`src/rtl/serdes_pkg.sv`:
```
// rtl/serdes_pkg.sv - state encoding and gap-counter width for the bit serializer
package serdes_pkg;

   localparam int GAP_W = 4;

   typedef enum logic [1:0] {
      ST_IDLE  = 2'b00,
      ST_SHIFT = 2'b01,
      ST_GAP   = 2'b10
   } state_e;

endpackage

```
`src/rtl/bit_serializer.sv`:
```
// rtl/bit_serializer.sv - parallel-to-serial stage with word framing and optional idle gap
module bit_serializer
   import serdes_pkg::*;
#(
   parameter int WIDTH     = 8,
   parameter bit MSB_FIRST = 1'b1,
   parameter bit IDLE_BIT  = 1'b0,
   parameter int GAP       = 0
) (
   input  logic             clk,
   input  logic             reset,
   input  logic [WIDTH-1:0] data_in,
   input  logic             data_valid,
   output logic             data_ready,
   output logic             ser_out,
   output logic             ser_valid,
   output logic             frame_start,
   output logic             busy
);

   localparam int CNT_W = (WIDTH > 1) ? $clog2(WIDTH) : 1;
   localparam logic [CNT_W-1:0] LAST_CNT = CNT_W'(WIDTH - 1);
   localparam logic [GAP_W-1:0] LAST_GAP = GAP_W'((GAP > 0) ? GAP - 1 : 0);

   state_e           state_q, state_d;
   logic [WIDTH-1:0] shift_q, shift_d;
   logic [CNT_W-1:0] cnt_q, cnt_d;
   logic [GAP_W-1:0] gap_q, gap_d;
   logic             ser_out_q, ser_out_d;
   logic             ser_valid_q, ser_valid_d;
   logic             frame_start_q, frame_start_d;
   logic             busy_q, busy_d;
   logic             last_bit;
   logic             accept;

   // The shift register always holds the next bit to send at its head end.
   function automatic logic head_bit(input logic [WIDTH-1:0] w);
      return MSB_FIRST ? w[WIDTH-1] : w[0];
   endfunction

   function automatic logic [WIDTH-1:0] advance(input logic [WIDTH-1:0] w);
      return MSB_FIRST ? {w[WIDTH-2:0], 1'b0} : {1'b0, w[WIDTH-1:1]};
   endfunction

   assign last_bit   = (state_q == ST_SHIFT) && (cnt_q == LAST_CNT);
   assign data_ready = reset && ((state_q == ST_IDLE) || (last_bit && (GAP == 0)));
   assign accept     = data_valid && data_ready;

   always_comb begin
      state_d       = state_q;
      shift_d       = shift_q;
      cnt_d         = cnt_q;
      gap_d         = gap_q;
      ser_out_d     = IDLE_BIT;
      ser_valid_d   = 1'b0;
      frame_start_d = 1'b0;
      case (state_q)
         ST_IDLE: begin
            if (accept) begin
               state_d       = ST_SHIFT;
               shift_d       = advance(data_in);
               cnt_d         = '0;
               ser_out_d     = head_bit(data_in);
               ser_valid_d   = 1'b1;
               frame_start_d = 1'b1;
            end
         end
         ST_SHIFT: begin
            if (!last_bit) begin
               shift_d     = advance(shift_q);
               cnt_d       = cnt_q + CNT_W'(1);
               ser_out_d   = head_bit(shift_q);
               ser_valid_d = 1'b1;
            end else if (GAP > 0) begin
               state_d = ST_GAP;
               cnt_d   = '0;
               gap_d   = '0;
            end else if (accept) begin
               // Back-to-back reload: first bit of the new word follows with no bubble.
               shift_d       = advance(data_in);
               cnt_d         = '0;
               ser_out_d     = head_bit(data_in);
               ser_valid_d   = 1'b1;
               frame_start_d = 1'b1;
            end else begin
               state_d = ST_IDLE;
               cnt_d   = '0;
            end
         end
         ST_GAP: begin
            if (gap_q == LAST_GAP) begin
               state_d = ST_IDLE;
               gap_d   = '0;
            end else begin
               gap_d = gap_q + GAP_W'(1);
            end
         end
         default: begin
            state_d = ST_IDLE;
         end
      endcase
      busy_d = (state_d != ST_IDLE);
   end

   always_ff @(posedge clk or negedge reset) begin
      if (!reset) begin
         state_q       <= ST_IDLE;
         shift_q       <= '0;
         cnt_q         <= '0;
         gap_q         <= '0;
         ser_out_q     <= IDLE_BIT;
         ser_valid_q   <= 1'b0;
         frame_start_q <= 1'b0;
         busy_q        <= 1'b0;
      end else begin
         state_q       <= state_d;
         shift_q       <= shift_d;
         cnt_q         <= cnt_d;
         gap_q         <= gap_d;
         ser_out_q     <= ser_out_d;
         ser_valid_q   <= ser_valid_d;
         frame_start_q <= frame_start_d;
         busy_q        <= busy_d;
      end
   end

   assign ser_out     = ser_out_q;
   assign ser_valid   = ser_valid_q;
   assign frame_start = frame_start_q;
   assign busy        = busy_q;

endmodule

```
`config.mk`:
```
export PLATFORM = sky130hd
export DESIGN_NAME = bit_serializer
export DESIGN_NICKNAME = d
export VERILOG_FILES = /design/src/rtl/serdes_pkg.sv /design/src/rtl/bit_serializer.sv
export SDC_FILE = /design/constraint.sdc
export NUM_CORES = 1
export LEC_CHECK = 0
export ABC_AREA = 1
export BUFFER_PORTS_ARGS = -buffer_cell sky130_fd_sc_hd__buf_2
export CAP_MARGIN = 20
export CORE_MARGIN = 4
export CORE_UTILIZATION = 55
export DETAILED_ROUTE_END_ITERATION = 8
export GPL_TIMING_DRIVEN = 0
export MAX_ROUTING_LAYER = met4
export PLACE_DENSITY = 0.78
export SLEW_MARGIN = 10
export SYNTH_ARGS = -nofsm -noshare
export SYNTH_HDL_FRONTEND = slang
export SYNTH_SLANG_ARGS = --single-unit
```
`constraint.sdc`:
```
create_clock -name clk -period 2.4 [get_ports clk]
set_input_delay 0.24 -clock clk [delete_from_list [all_inputs] [get_ports clk]]
set_output_delay 0.24 -clock clk [all_outputs]
set_load 0.01 [all_outputs]
```
==> results.tsv, run 1 <==
stage	metric	value	unit
clock_tree	number of setup buffers added after CTS	0	
grt	antenna violations before repair	0	
critical_path	max incr delay on CP	0.54	ns
critical_path	Critical Path, Cell by Cell	dlygate4sd3_1 > buf_2 > nand2_1 > nor2_1 > buf_2	
placed_design	number of port buffers	15	
power	internal power	0.0007119	W
drt	detailed-route vias per instance	4.832	
grt	largest net degree at the start of global routing	24	
critical_path	Setup Crit Path Kind	input pin to output pin	
grt	Total GRT Usage	0.1717	
critical_path	reg-to-reg slack, setup	0.72	ns
sta	fin crit share	0.7542	
sta	Slew headroom	0.6838	
critical_path	CP max FO	23	
floorplan	die width	50.02	um
grt	first-pass GRT wire length	3125	um
drt	Routed WL	1732	um
sta	worst-margin pin slew	0.4743	ns
placed_design	hpwl dp	1273	um
clock_tree	Clock Tree Buf Depth	2	
yosys	Synth Warn #	0	
sta	Final Hold Fails	0	
grt	total gr overflow	0	
drt	drt pass-1 iters	5	
critical_path	Critical Path Start Type	input pin	
finish	commonest non-fill, non-tap cell in the layout	nor2_1	
critical_path	R2R depth	8	
yosys	Synth Register Bits	21	
power	Flop pwr share	0.465	
outcome	outcome	finished, final reports clean	
sta	crit path time final	1.810	ns
clock_tree	CTS resizes	0	
clock_tree	CTS tree	done	
drt	initial DRC count	14	
critical_path	CP max stage cell	dlygate4sd3_1	
clock_tree	clk sinks	21	
critical_path	most frequent CP cell	buf_2	
finish	area occupied by multi-input gates	374.1	sq um
job	max cap viols	0	
worst_hold_path	hold-critical path depth	3	
finish	layout net count	147	
sta	RSZ-0062 raised after global routing	no	
critical_path	Critical Path Start	reset	
sta	Fmax achieved	552.5	MHz
finish	design area	1112	sq um
clock_tree	clock network latency to the later pin of the worst-skew pair	0.30	ns
power	pwr/cell area	1037	nW/um^2
critical_path	Critical Path RT	2.16	ns
critical_path	RR Endpoint	shift_q[5]	
sta	fin. max-slew vios	0	
drt	Post-DRT Antenna Nets	0	
power	proportion of power drawn by combinational gates	0.395	
power	NetSw	0.0004413	W
power	Sw Share	0.3827	
power	Leakage Power	0.6257	nW
finish	share of post-route cells with drive strength above 1	0.2061	
critical_path	FF-to-FF Start	cnt_q[0]	
sta	final setup fails	0	
drt	wire per inst	11.17	um
clock_tree	# H-tree levels	1	
floorplan	Core Box Area	1594	sq um
finish	# fillers	128	
yosys	Seq/Total Area, Yosys	0.5412	
yosys	Yosys cell types	17	
yosys	Syn Nets	126	
critical_path	Data arrival, critical path	1.57	ns
floorplan	Die Ht	50.02	um
drt	# DRC	0	
finish	area delta synth->final	14.56	%
sta	clk_skew	0.002625	ns
floorplan	# IOs	16	
yosys	Syn Area/Cell	8.747	sq um
floorplan	Initial Utilization	0.6091	
grt	vias in the first global route	732	
worst_hold_path	min-delay worst type	input pin to flip-flop	
finish	# diodes	0	
critical_path	Worst setup EP type	output pin	
power	Max VDD drop	591.4	uV
placed_design	Area after DPL	1076	sq um
drt	Via Count	749	
clock_tree	CTS Buf Count	3	
finish	commonest non-fill, non-tap cells in the layout	nor2_1 (22), dfrtp_1 (21), nand2_1 (19)	
sta	setup TNS	0	ns
placed_design	routability congestion estimate	0.8103	
floorplan	row count	14	
floorplan	die area	2502	sq um
clock_tree	Clock transition at path regs	0.10	ns
power	Clk pwr share	0.141	
finish	register area	525.5	sq um
critical_path	worst setup path end	data_ready	
yosys	Post-Syn Area	970.9	sq um
yosys	Synth Instances	111	
clock_tree	CTS Root Cell	clkbuf_4	
[cell usage after synthesis]
master | number | share of area
buf_6 | 1 | 0.012
nand3_1 | 9 | 0.046
nand3_2 | 1 | 0.010
nor2_2 | 2 | 0.013
o21ai_0 | 2 | 0.010
dfrtp_1 | 21 | 0.54
nand2_1 | 19 | 0.073
ha_1 | 4 | 0.052
nor2_1 | 22 | 0.085
xor2_1 | 2 | 0.018
nand2_4 | 1 | 0.012
inv_2 | 1 | 0.0039
nor2_4 | 1 | 0.012
a21oi_1 | 2 | 0.010
o21ai_1 | 6 | 0.031
inv_1 | 15 | 0.058
nand2_2 | 2 | 0.013
[area by class of cell]
type | instances | area share
flip-flops and latches | 21 | 0.4724
inverters | 16 | 0.05399
well taps | 24 | 0.02700
clock buffers | 4 | 0.02362
multi-input cells | 73 | 0.3363
plain buffers | 1 | 0.01012
repair buffers | 16 | 0.07649
[power groups by stage]
stage          clock [W]  combinational, W  sequential, W
2_1_floorplan          0          0.000322       0.000542
3_3_place_gp           0          0.000434       0.000533
4_1_cts         0.000170          0.000464       0.000536
3_5_place_dp           0          0.000456       0.000544
6_report        0.000162          0.000455       0.000536
5_1_grt         0.000185          0.000519       0.000550
[worst min-delay path by stage]
stage	from	end	slack, ns
global placement	reset	shift_q[0]	0.22
detailed placement	reset	shift_q[0]	0.22
finish	data_in[7]	ser_out	0.14
global route	data_in[7]	ser_out	0.15
floorplan	reset	busy	-0.06
CTS	data_in[7]	ser_out	0.13
[registers in the layout (all words and copies together) (netlist names)]
| register | count |
|---|---|
| cnt_q | 3 |
| ser_out | 1 |
| gap_q | 4 |
| frame_start | 1 |
| ser_valid | 1 |
| busy | 1 |
| shift_q | 8 |
| state_q | 2 |
[layer usage]
layer,part of all wire,vias up,track usage
li1,-,384,-
met1,0.45,340,0.2027
met2,0.48,19,0.2717
met3,0.048,6,0.03313
met4,0.021,0,0.09677
met5,0,-,-
[metrics by stage]
stage / util / total power (W) / instances / hold WS (ns) / setup slack (ns)
floorplan: - / 0.0008642 / 111 / -0.05559 / 0.9777
detailed placement: 0.6750 / 0.0009995 / 150 / 0.2227 / 0.7377
finish: 0.6978 / 0.001153 / 155 / 0.1415 / 0.5900
CTS: 0.6978 / 0.001170 / 155 / 0.1304 / 0.5924
global route: 0.6978 / 0.001254 / 155 / 0.1502 / 0.4420
global placement: 0.6750 / 0.0009669 / 150 / 0.2232 / 0.8113
[logic make-up after synthesis]
| family | share of synthesized area |
|---|---|
| and+or+nand+nor | 0.2642 |
| DFF | 0.5412 |
| buffers and inverters | 0.07344 |
| AOI/OAI and AO/OA | 0.05155 |
| adders and majority gates | 0.05155 |
| xor gates and xnor gates | 0.01804 |
[worst max-delay path, delay by kind of cell]
kind | cells | cell delay, ns
buf+inv | 3 | 1.09
simple gates | 2 | 0.24
[repair_timing]
action / 4_1_cts / 5_1_grt
setup endpoints to repair: 0 / 0
endpoints found under the hold margin: 21 / 0
hold buffers: 1 / 0
(Power assumes the default switching activity.)
==> run 2, diff against run 1 <==
- CORE_UTILIZATION: 55 -> 53
- PLACE_DENSITY: 0.78 -> 0.76
- clock period: 2.4 -> 1.8 ns (I/O delays scaled with it)
==> run 2 against run 1 <==
Against the previous run: final area grew 0.34%; first-iteration DRC count decreased by 50%; cell count grew 0.65%; total power up 32%.
==> results.tsv, run 2 (synthesized netlist as in run 1, its figures left out) <==
stage	metric	value	unit	change
critical_path	CP bufs+invs	1		-2
finish	# diodes	0		unchanged
clock_tree	clk sinks	21		unchanged
critical_path	Setup Crit Path Kind	flip-flop to flip-flop		
critical_path	CP max stage cell	dfrtp_1		
finish	commonest non-fill, non-tap cells in the layout	nor2_1 (22), dfrtp_1 (21), nand2_1 (19)		
sta	clk_skew	0.002810	ns	+0.0001850 ns
clock_tree	Clock Tree Buf Depth	2		unchanged
drt	initial DRC count	7		-7
floorplan	Initial Utilization	0.5623		-0.04679
finish	design area	1116	sq um	+0.34%
power	Leakage Power	0.6263	nW	+0.11%
grt	met1 Usage GRT	0.1901		-0.01256
critical_path	CP max FO	9		-61%
sta	setup TNS	0	ns	unchanged
floorplan	Core Box Area	1727	sq um	+8.3%
floorplan	die width	50.80	um	+1.6%
placed_design	hpwl dp	1288	um	+1.2%
sta	final setup fails	0		unchanged
finish	layout net count	147		unchanged
clock_tree	CTS Root Cell	clkbuf_4		
drt	# DRC	0		unchanged
job	max cap viols	0		unchanged
drt	Routed WL	1707	um	-1.4%
drt	Post-DRT Antenna Nets	0		unchanged
placed_design	routability congestion estimate	0.7749		-4.4%
critical_path	Worst setup EP type	flip-flop		
outcome	outcome	finished, final reports clean		
worst_hold_path	hold-critical path depth	3		unchanged
drt	detailed-route vias per instance	4.699		-2.8%
finish	area delta synth->final	14.95	%	
critical_path	Critical Path Start Type	flip-flop		
clock_tree	CTS Buf Count	3		unchanged
grt	GR Layer Usage met3	0.02671		-0.006426
floorplan	row count	15		+1
finish	post-route core utilization	0.6464		-0.05143
clock_tree	number of setup buffers added after CTS	0		unchanged
floorplan	# IOs	16		unchanged
sta	Hold Slack	0.09068	ns	-0.05078 ns
sta	Fmax achieved	615.2	MHz	
grt	vias in the first global route	746		+1.9%
critical_path	max incr delay on CP	0.40	ns	-0.14 ns
finish	share of post-route cells with drive strength above 1	0.2061		unchanged
critical_path	Critical Path, Cell by Cell	ha_1 > ha_1 > inv_1 > nand2_2 > nor2_2 > nand2_1 > o21ai_1 > nor2_1		
power	Max VDD drop	846.4	uV	+43%
grt	met2 Use GR	0.2783		+0.006522
placed_design	pre-CTS WS	0.1706	ns	-0.5672 ns
finish	Largest regs	shift_q (8), gap_q (4), cnt_q (3)		
critical_path	family with the most delay on the worst path	simple AND/OR/NAND/NOR gates		
placed_design	number of port buffers	15		unchanged
critical_path	Data arrival, critical path	1.81	ns	+0.24 ns
clock_tree	# H-tree levels	1		unchanged
floorplan	Die Ht	50.80	um	+1.6%
clock_tree	Clock transition at path regs	0.10	ns	about the same
sta	fin. max-slew vios	0		unchanged
critical_path	Critical Path RT	1.99	ns	-0.17 ns
finish	max reg flops	8		unchanged
placed_design	Area after DPL	1077	sq um	+0.12%
power	pwr/cell area	1362	nW/um^2	+31%
critical_path	R2R depth	8		unchanged
sta	fin crit share	0.9030		
sta	worst-margin pin slew	0.3652	ns	-0.1091 ns
grt	first-pass GRT wire length	3056	um	-2.2%
clock_tree	CTS tree	done		
grt	global routing's busiest layer	met2		
worst_hold_path	min-delay worst type	input pin to flip-flop		
drt	Via Count	733		-2.1%
sta	crit path time final	1.625	ns	
grt	Total GRT Usage	0.1611		-0.01061
drt	drt pass-1 iters	2		-3
drt	wire per inst	10.94	um	-2.1%
sta	worst setup margin	0.1746	ns	-0.4155 ns
critical_path	most frequent CP cell	ha_1		
finish	largest reg by FF count	shift_q		
floorplan	die area	2581	sq um	+3.2%
grt	largest net degree at the start of global routing	24		unchanged
finish	commonest non-fill, non-tap cell in the layout	nor2_1		
grt	total gr overflow	0		unchanged
sta	Final Hold Fails	0		unchanged
sta	RSZ-0062 raised after global routing	no		
critical_path	Crit path depth	8		+3
sta	Slew headroom	0.7563		+0.07245
grt	antenna violations before repair	0		unchanged
clock_tree	clock network latency to the later pin of the worst-skew pair	0.29	ns	about the same
-- run 2: power breakdown --
group | total [W] | internal, W | switching (W)
Sequential | 0.000708 | 0.000631 | 0.0000777
Clock | 0.000212 | 0.0000860 | 0.000126
Combinational | 0.000600 | 0.000235 | 0.000365
Total | 0.00152 | 0.000951 | 0.000568
-- run 2: metrics by stage --
stage | total power [W] | std cells
after floorplan | 0.001152 | 111
after global placement | 0.001287 | 151
after detailed placement | 0.001330 | 151
after CTS | 0.001547 | 156
after global routing | 0.001675 | 156
final | 0.001520 | 156
-- run 2: what timing repair did --
| action | CTS | global route |
|---|---|---|
| resized for setup | 0 | 1 |
| endpoints found under the hold margin | 21 | 0 |
| endpoints found under the setup margin | 0 | 1 |
| hold buffers | 1 | 0 |
-- run 2: worst paths after layout --
check | startpoint | to | slack, ns
worst max-delay path | cnt_q[0] | shift_q[5] | 0.17
max in group asynchronous | reset | gap_q[1] | 1.22
worst min-delay path | data_in[7] | ser_out | 0.09
min in group asynchronous | reset | ser_valid | 0.35
worst min register to register | gap_q[3] | gap_q[3] | 0.48
worst max register to register | cnt_q[0] | shift_q[5] | 0.17
-- run 2: cell type report --
class / count / area, sq um
plain buffers: 1 / 11.26
clock buffers: 4 / 26.28
fillers: 154 / 610.6
inverters: 16 / 60.06
multi-input cells: 73 / 374.1
flip-flops and latches: 21 / 525.5
well taps: 25 / 31.28
repair buffers: 16 / 87.58
-- run 2: routing by layer --
layer,vias up,routed length (um),share of wire
li1,382,-,-
met2,12,830,0.49
met4,0,14,0.0082
met3,2,63,0.037
met5,-,0,0
met1,337,798,0.47
-- run 2: worst register-to-register path, stage by stage, from the launching register on --
cell and delay, ns:
dfrtp_1 0.40, ha_1 0.21, ha_1 0.23, inv_1 0.08
nand2_2 0.07, nor2_2 0.31, nand2_1 0.09, o21ai_1 0.09
nor2_1 0.06
